==> config.mk <==
export PLATFORM = sky130hd
export DESIGN_NAME = fault_campaign_ctrl_flat
export DESIGN_NICKNAME = d
export VERILOG_FILES = /design/src/rtl/fault_campaign_ctrl_if.sv /design/src/rtl/fault_campaign_ctrl.sv /design/src/flat_wrapper.sv
export SDC_FILE = /design/constraint.sdc
export NUM_CORES = 1
export LEC_CHECK = 0
export ABC_AREA = 1
export CORE_MARGIN = 4
export CORE_UTILIZATION = 53
export DETAILED_ROUTE_END_ITERATION = 8
export PLACE_DENSITY_LB_ADDON = 0.25
export RECOVER_POWER = 100
export SLEW_MARGIN = 20
export SYNTH_ARGS = -nofsm -noshare
export SYNTH_HDL_FRONTEND = slang
export SYNTH_SLANG_ARGS = --single-unit
export TNS_END_PERCENT = 100
==> constraint.sdc <==
create_clock -name clk -period 1.6 [get_ports clk]
set_input_delay 0.32 -clock clk [delete_from_list [all_inputs] [get_ports clk]]
set_output_delay 0.32 -clock clk [all_outputs]
set_load 0.02 [all_outputs]
==> src/rtl/fault_campaign_ctrl_if.sv <==
// Bundle between the fault-campaign controller, its injection wrapper and its campaign host.
// The controller takes the master side.
interface fault_campaign_ctrl_if;
  localparam int unsigned SITE_W = 5;
  localparam int unsigned VEC_W  = 4;
  localparam int unsigned COV_W  = 6;

  logic              start;
  logic              abort;
  logic [SITE_W-1:0] sel;
  logic              control;
  logic [VEC_W-1:0]  vec;
  logic              y_obs;
  logic              z_obs;
  logic              busy;
  logic              done;
  logic              det_valid;
  logic [SITE_W-1:0] det_site;
  logic              det_sa;
  logic [VEC_W-1:0]  det_vec;
  logic              detected;
  logic [COV_W-1:0]  cov_cnt;

  modport master (
    input  start, abort, y_obs, z_obs,
    output sel, control, vec, busy, done, det_valid,
           det_site, det_sa, det_vec, detected, cov_cnt
  );

  modport slave (
    output start, abort, y_obs, z_obs,
    input  sel, control, vec, busy, done, det_valid,
           det_site, det_sa, det_vec, detected, cov_cnt
  );
endinterface

==> src/rtl/fault_campaign_ctrl.sv <==
// Stuck-at fault campaign sequencer: for each site/polarity it applies vectors golden-then-faulty,
// compares the captured outputs, drops the fault on its first detection and reports a verdict.
module fault_campaign_ctrl #(
  parameter int unsigned NUM_SITES = 16,
  parameter int unsigned SETTLE    = 1
) (
  input  logic                  clk,
  input  logic                  rst_n,
  fault_campaign_ctrl_if.master bus
);
  localparam int unsigned SITE_W = 5;
  localparam int unsigned VEC_W  = 4;
  localparam int unsigned CNT_W  = 3;
  localparam int unsigned COV_W  = 6;

  typedef enum logic [2:0] {IDLE, GOLD, FAULT, CMP, REPORT, FINISH} state_e;

  state_e            state_q, state_d;
  logic [SITE_W-1:0] site_q, site_d;
  logic              sa_q, sa_d;
  logic [VEC_W-1:0]  vec_q, vec_d;
  logic [CNT_W-1:0]  cnt_q, cnt_d;
  logic              gold_y_q, gold_y_d, gold_z_q, gold_z_d;
  logic              flt_y_q, flt_y_d, flt_z_q, flt_z_d;
  logic [SITE_W-1:0] sel_q, sel_d;
  logic              control_q, control_d;
  logic              busy_q, busy_d;
  logic              done_q, done_d;
  logic              det_valid_q, det_valid_d;
  logic [SITE_W-1:0] det_site_q, det_site_d;
  logic              det_sa_q, det_sa_d;
  logic [VEC_W-1:0]  det_vec_q, det_vec_d;
  logic              detected_q, detected_d;
  logic [COV_W-1:0]  cov_q, cov_d;
  logic              last_c;

  assign last_c = (cnt_q == CNT_W'(SETTLE));

  // Next state plus next values of every registered output (outputs follow state_d).
  always_comb begin
    state_d    = state_q;
    site_d     = site_q;
    sa_d       = sa_q;
    vec_d      = vec_q;
    cnt_d      = cnt_q;
    gold_y_d   = gold_y_q;
    gold_z_d   = gold_z_q;
    flt_y_d    = flt_y_q;
    flt_z_d    = flt_z_q;
    det_site_d = det_site_q;
    det_sa_d   = det_sa_q;
    det_vec_d  = det_vec_q;
    detected_d = detected_q;
    cov_d      = cov_q;

    if (bus.abort && busy_q) begin
      state_d = IDLE;
      vec_d   = '0;
      cnt_d   = '0;
    end else begin
      unique case (state_q)
        IDLE: begin
          if (bus.start) begin
            state_d = GOLD;
            site_d  = SITE_W'(1);
            sa_d    = 1'b0;
            vec_d   = '0;
            cnt_d   = '0;
            cov_d   = '0;
          end
        end
        GOLD: begin
          if (last_c) begin
            gold_y_d = bus.y_obs;
            gold_z_d = bus.z_obs;
            cnt_d    = '0;
            state_d  = FAULT;
          end else begin
            cnt_d = cnt_q + CNT_W'(1);
          end
        end
        FAULT: begin
          if (last_c) begin
            flt_y_d = bus.y_obs;
            flt_z_d = bus.z_obs;
            cnt_d   = '0;
            state_d = CMP;
          end else begin
            cnt_d = cnt_q + CNT_W'(1);
          end
        end
        CMP: begin
          if ((gold_y_q != flt_y_q) || (gold_z_q != flt_z_q)) begin
            state_d    = REPORT;
            det_site_d = site_q;
            det_sa_d   = sa_q;
            det_vec_d  = vec_q;
            detected_d = 1'b1;
            cov_d      = cov_q + COV_W'(1);
          end else if (vec_q == '1) begin
            state_d    = REPORT;
            det_site_d = site_q;
            det_sa_d   = sa_q;
            det_vec_d  = '0;
            detected_d = 1'b0;
          end else begin
            vec_d   = vec_q + VEC_W'(1);
            state_d = GOLD;
          end
        end
        REPORT: begin
          vec_d = '0;
          if (sa_q && (site_q == SITE_W'(NUM_SITES))) begin
            state_d = FINISH;
          end else begin
            state_d = GOLD;
            sa_d    = ~sa_q;
            if (sa_q) site_d = site_q + SITE_W'(1);
          end
        end
        FINISH: state_d = IDLE;
        default: state_d = IDLE;
      endcase
    end

    sel_d       = (state_d == FAULT) ? site_d : '0;
    control_d   = (state_d == FAULT) ? sa_d : 1'b0;
    busy_d      = (state_d == GOLD) || (state_d == FAULT) ||
                  (state_d == CMP)  || (state_d == REPORT);
    done_d      = (state_d == FINISH);
    det_valid_d = (state_d == REPORT);
  end

  always_ff @(posedge clk or negedge rst_n) begin
    if (!rst_n) begin
      state_q     <= IDLE;
      site_q      <= '0;
      sa_q        <= 1'b0;
      vec_q       <= '0;
      cnt_q       <= '0;
      gold_y_q    <= 1'b0;
      gold_z_q    <= 1'b0;
      flt_y_q     <= 1'b0;
      flt_z_q     <= 1'b0;
      sel_q       <= '0;
      control_q   <= 1'b0;
      busy_q      <= 1'b0;
      done_q      <= 1'b0;
      det_valid_q <= 1'b0;
      det_site_q  <= '0;
      det_sa_q    <= 1'b0;
      det_vec_q   <= '0;
      detected_q  <= 1'b0;
      cov_q       <= '0;
    end else begin
      state_q     <= state_d;
      site_q      <= site_d;
      sa_q        <= sa_d;
      vec_q       <= vec_d;
      cnt_q       <= cnt_d;
      gold_y_q    <= gold_y_d;
      gold_z_q    <= gold_z_d;
      flt_y_q     <= flt_y_d;
      flt_z_q     <= flt_z_d;
      sel_q       <= sel_d;
      control_q   <= control_d;
      busy_q      <= busy_d;
      done_q      <= done_d;
      det_valid_q <= det_valid_d;
      det_site_q  <= det_site_d;
      det_sa_q    <= det_sa_d;
      det_vec_q   <= det_vec_d;
      detected_q  <= detected_d;
      cov_q       <= cov_d;
    end
  end

  assign bus.sel       = sel_q;
  assign bus.control   = control_q;
  assign bus.vec       = vec_q;
  assign bus.busy      = busy_q;
  assign bus.done      = done_q;
  assign bus.det_valid = det_valid_q;
  assign bus.det_site  = det_site_q;
  assign bus.det_sa    = det_sa_q;
  assign bus.det_vec   = det_vec_q;
  assign bus.detected  = detected_q;
  assign bus.cov_cnt   = cov_q;
endmodule

==> src/flat_wrapper.sv <==
// flat-port wrapper written by rule: the top's interface ports become plain ports
module fault_campaign_ctrl_flat 
#(
  parameter int unsigned NUM_SITES = 16,
  parameter int unsigned SETTLE    = 1
)
  (clk, rst_n, bus_start, bus_abort, bus_y_obs, bus_z_obs, bus_sel, bus_control, bus_vec, bus_busy, bus_done, bus_det_valid, bus_det_site, bus_det_sa, bus_det_vec, bus_detected, bus_cov_cnt);
  fault_campaign_ctrl_if bus_i ();
  input  logic clk;
  input  logic rst_n;
  input wire logic [$bits(bus_i.start)-1:0] bus_start;
  input wire logic [$bits(bus_i.abort)-1:0] bus_abort;
  input wire logic [$bits(bus_i.y_obs)-1:0] bus_y_obs;
  input wire logic [$bits(bus_i.z_obs)-1:0] bus_z_obs;
  output wire logic [$bits(bus_i.sel)-1:0] bus_sel;
  output wire logic [$bits(bus_i.control)-1:0] bus_control;
  output wire logic [$bits(bus_i.vec)-1:0] bus_vec;
  output wire logic [$bits(bus_i.busy)-1:0] bus_busy;
  output wire logic [$bits(bus_i.done)-1:0] bus_done;
  output wire logic [$bits(bus_i.det_valid)-1:0] bus_det_valid;
  output wire logic [$bits(bus_i.det_site)-1:0] bus_det_site;
  output wire logic [$bits(bus_i.det_sa)-1:0] bus_det_sa;
  output wire logic [$bits(bus_i.det_vec)-1:0] bus_det_vec;
  output wire logic [$bits(bus_i.detected)-1:0] bus_detected;
  output wire logic [$bits(bus_i.cov_cnt)-1:0] bus_cov_cnt;
  assign bus_i.start = bus_start;
  assign bus_i.abort = bus_abort;
  assign bus_i.y_obs = bus_y_obs;
  assign bus_i.z_obs = bus_z_obs;
  assign bus_sel = bus_i.sel;
  assign bus_control = bus_i.control;
  assign bus_vec = bus_i.vec;
  assign bus_busy = bus_i.busy;
  assign bus_done = bus_i.done;
  assign bus_det_valid = bus_i.det_valid;
  assign bus_det_site = bus_i.det_site;
  assign bus_det_sa = bus_i.det_sa;
  assign bus_det_vec = bus_i.det_vec;
  assign bus_detected = bus_i.detected;
  assign bus_cov_cnt = bus_i.cov_cnt;
  fault_campaign_ctrl #(.NUM_SITES(NUM_SITES), .SETTLE(SETTLE)) u_core (.clk(clk), .rst_n(rst_n), .bus(bus_i));
endmodule
==> results.toml <==
[clock_network]
ctsLongestPathBuffers = 2
cts_max_level = 2
path_clk_slew_ns = 0.09
clkLatencyLatePin_ns = 0.30
clkSinkCount = 46
cts_made_buffers = 5
cts_tree = "done"
root_buffer = "clkbuf_8"

[cells_and_area]
diodes = 0
layout.nets = 363
syn_to_final_growth_pct = 28.2
drive_above_1_share_pct = 17.5
stdcell_area_mm2 = 0.00294
filler_cell_count = 332
stdcell_count = 404

[global_route]
grt_pass1_wl_mm = 8.51
grt_max_degree = 47
grt_usage_pct = 20.3
gr-total-overflow = 0
grt_pass1_vias = 1987
antenna_found_initial = 0

[critical_path]
rrSetupSlack_ns = 0.08
endpoint = "bus_sel[4]"
startpoint_type = "flip-flop"
cp_slowest_cell = "clkdlybuf4s50_1"
max_stage_delay_ns = 0.60
ff2ff_path_depth = 9
worst-path-buf-inv = 1
path_class = "flip-flop to output pin"
startpoint = "u_core.bus.sel[4]$_DFF_PN0_"
cp_top_family = "buffers and inverters"
cp.depth = 1
r2r-end = "u_core.bus.det_vec[3]$_DFFE_PN0P_"
path_max_fanout = 1
crit_path_cell_trace = "clkdlybuf4s50_1"
critPathRequiredTime_ns = 1.28
crit_arrival_ns = 1.24
reg2reg_from = "u_core.state_q[2]$_DFF_PN0_"
end_kind = "output pin"

[die]
fp.dieH_um = 73.8
die_area_mm2 = 0.00544
die_w_um = 73.8
start_util_pct = 56.1
ios = 36
rows = 23
coreArea_mm2 = 0.00409

[yosys]
synthCells = 286
synth-warning-count = 0
synthesis.nets = 296
synth_top_area_share_pct = 50.2
ys_seq_elements = 46
synthArstFlopShare_pct = 100
syn_area_mm2 = 0.00229
synthFlopType = "dfrtp_1"
ys_seq_area_share_pct = 50.2
synth_largest_area_cell = "dfrtp_1"
synth.most_common_cell = "nand2_1"
synth_edf_count = 0
netlist_top_cells_count = "nand2_1 (93), dfrtp_1 (46), inv_1 (36)"
ys_top_cells_by_area = "dfrtp_1 (50%), nand2_1 (15%), inv_1 (5.9%)"
synth_cell_types = 28
postSynthAreaPerCell_um2 = 8.02

[detailed_routing]
drtIter0Drc = 110
routed_wl_mm = 5.07
wl_per_cell_um = 12.5
ant_nets = 0
post-route-drc-count = 0
viasPerCell = 4.92
vias = 1989
drt_first_pass_iters = 4

[timing]
final.period_utilization_pct = 97.5
fin_hold_ws_ns = 0.473
finalSetupViolations = 0
rsz0062_at_grt = "yes"
period_needed_ns = 1.56
relSlewSlack_pct = 58.6
clock_skew_ns = 0.00563
report.final.hold_viol_count = 0
fmax_ghz = 0.641
worst_slew_pin_slew_ns = 0.621
worst_slack_ns = 0.0403
slew_violations = 0

[placement]
dp_cells = 393
dp_slack_ns = -0.155
dp_hpwl_mm = 3.64
gp_congestion = 0.837
dpl-instance-area_mm2 = 0.00288
portBuffers = 35

[hold_path]
hp-class = "flip-flop to flip-flop"

[status]
status = "finished, final reports clean"

[power]
powerDensity_mw_per_mm2 = 1520
cellLeakagePower_uw = 0.00162
power_uw = 4480
ir_drop_uv = 989

[run]
drv_cap = 0
[registers in the layout, indices dropped and copies added (netlist names), 3 cells and up]
signal and cells:
u_core.state_q 3, u_core.bus.vec 4, u_core.bus.det_site 5, u_core.bus.det_vec 4, u_core.site_q 5, u_core.cnt_q 3
u_core.bus.sel 5, u_core.bus.cov_cnt 6
[through the flow]
| stage | util (%) | TNS [ns] |
|---|---|---|
| 2_1_floorplan | - | 0 |
| 3_3_place_gp | 70.4 | -1.66 |
| 3_5_place_dp | 70.4 | -2.33 |
| 4_1_cts | 72.3 | 0 |
| 5_1_grt | 72.0 | -0.0608 |
| 6_report | 72.0 | 0 |
[cell families after synthesis]
| family | synth area share, % |
|---|---|
| buf+inv | 8.51 |
| compound gates | 8.95 |
| fa+ha+maj | 2.18 |
| simple gates | 28.3 |
| xor+xnor | 1.91 |
| flops | 50.2 |
[cells in the final DEF (no fill, tap or decap), types with 3 or more instances in the layout]
| cell | n |
|---|---|
| inv_2 | 4 |
| nor2_2 | 5 |
| nand2_1 | 91 |
| buf_4 | 23 |
| a21oi_1 | 5 |
| clkbuf_4 | 3 |
| ha_1 | 4 |
| clkbuf_8 | 5 |
| o21ai_0 | 16 |
| nand3_1 | 17 |
| nor2_1 | 26 |
| clkdlybuf4s50_1 | 9 |
| xor2_1 | 4 |
| dlygate4sd2_1 | 18 |
| nand2_2 | 4 |
| inv_1 | 36 |
| dfrtp_1 | 46 |
| o21ai_2 | 6 |
| clkbuf_1 | 7 |
[power by group]
part	internal [uW]	leakage [uW]	switching, uW
Sequential	1420	0.000618	192
Clock	307	0.0000441	409
Combinational	849	0.000960	1300
[layer usage]
metal | wire, um | vias to the layer above | share of wire [%] | track usage, %
met3 | 232 | 8 | 4.6 | 5.34
met4 | 69 | 0 | 1.4 | 6.44
met1 | 2280 | 925 | 45 | 26.6
met5 | 0 | - | 0 | 0
met2 | 2480 | 39 | 49 | 32.8
li1 | - | 1017 | - | -
[how the worst min path moves through the flow]
stage          slack [ns]                                end  cells after the start                               from
4_1_cts              0.48  u_core.bus.det_vec[2]$_DFFE_PN0P_                      2  u_core.bus.det_vec[2]$_DFFE_PN0P_
2_1_floorplan        0.02          u_core.bus.busy$_DFF_PN0_                      0                              rst_n
3_3_place_gp         0.32  u_core.bus.cov_cnt[2]$_DFFE_PN0P_                      2                              rst_n
6_report             0.47  u_core.bus.det_vec[2]$_DFFE_PN0P_                      2  u_core.bus.det_vec[2]$_DFFE_PN0P_
5_1_grt              0.51    u_core.bus.detected$_DFFE_PN0P_                      2    u_core.bus.detected$_DFFE_PN0P_
3_5_place_dp         0.32  u_core.bus.cov_cnt[2]$_DFFE_PN0P_                      2                              rst_n
[repair_timing]
| item | CTS | global route |
|---|---|---|
| gates resized for setup | 18 | 21 |
| hold endpoints to repair | 46 | 0 |
| hold buffers | 1 | 0 |
| pin swaps | 0 | 3 |
| setup endpoints to repair | 18 | 27 |
| setup buffers | 0 | 2 |
[layout make-up]
| cell class | instances | area, um2 | share of cell area, % |
|---|---|---|---|
| clock buffers | 5 | 68.8 | 2.34 |
| clock inverters | 3 | 21.3 | 0.723 |
| inverters | 41 | 159 | 5.40 |
| multi-input cells | 196 | 973 | 33.1 |
| flip-flops and latches | 46 | 1150 | 39.1 |
| well taps | 50 | 62.6 | 2.13 |
| repair buffers | 63 | 504 | 17.1 |
No activity file was read; power rests on OpenSTA's default activity.
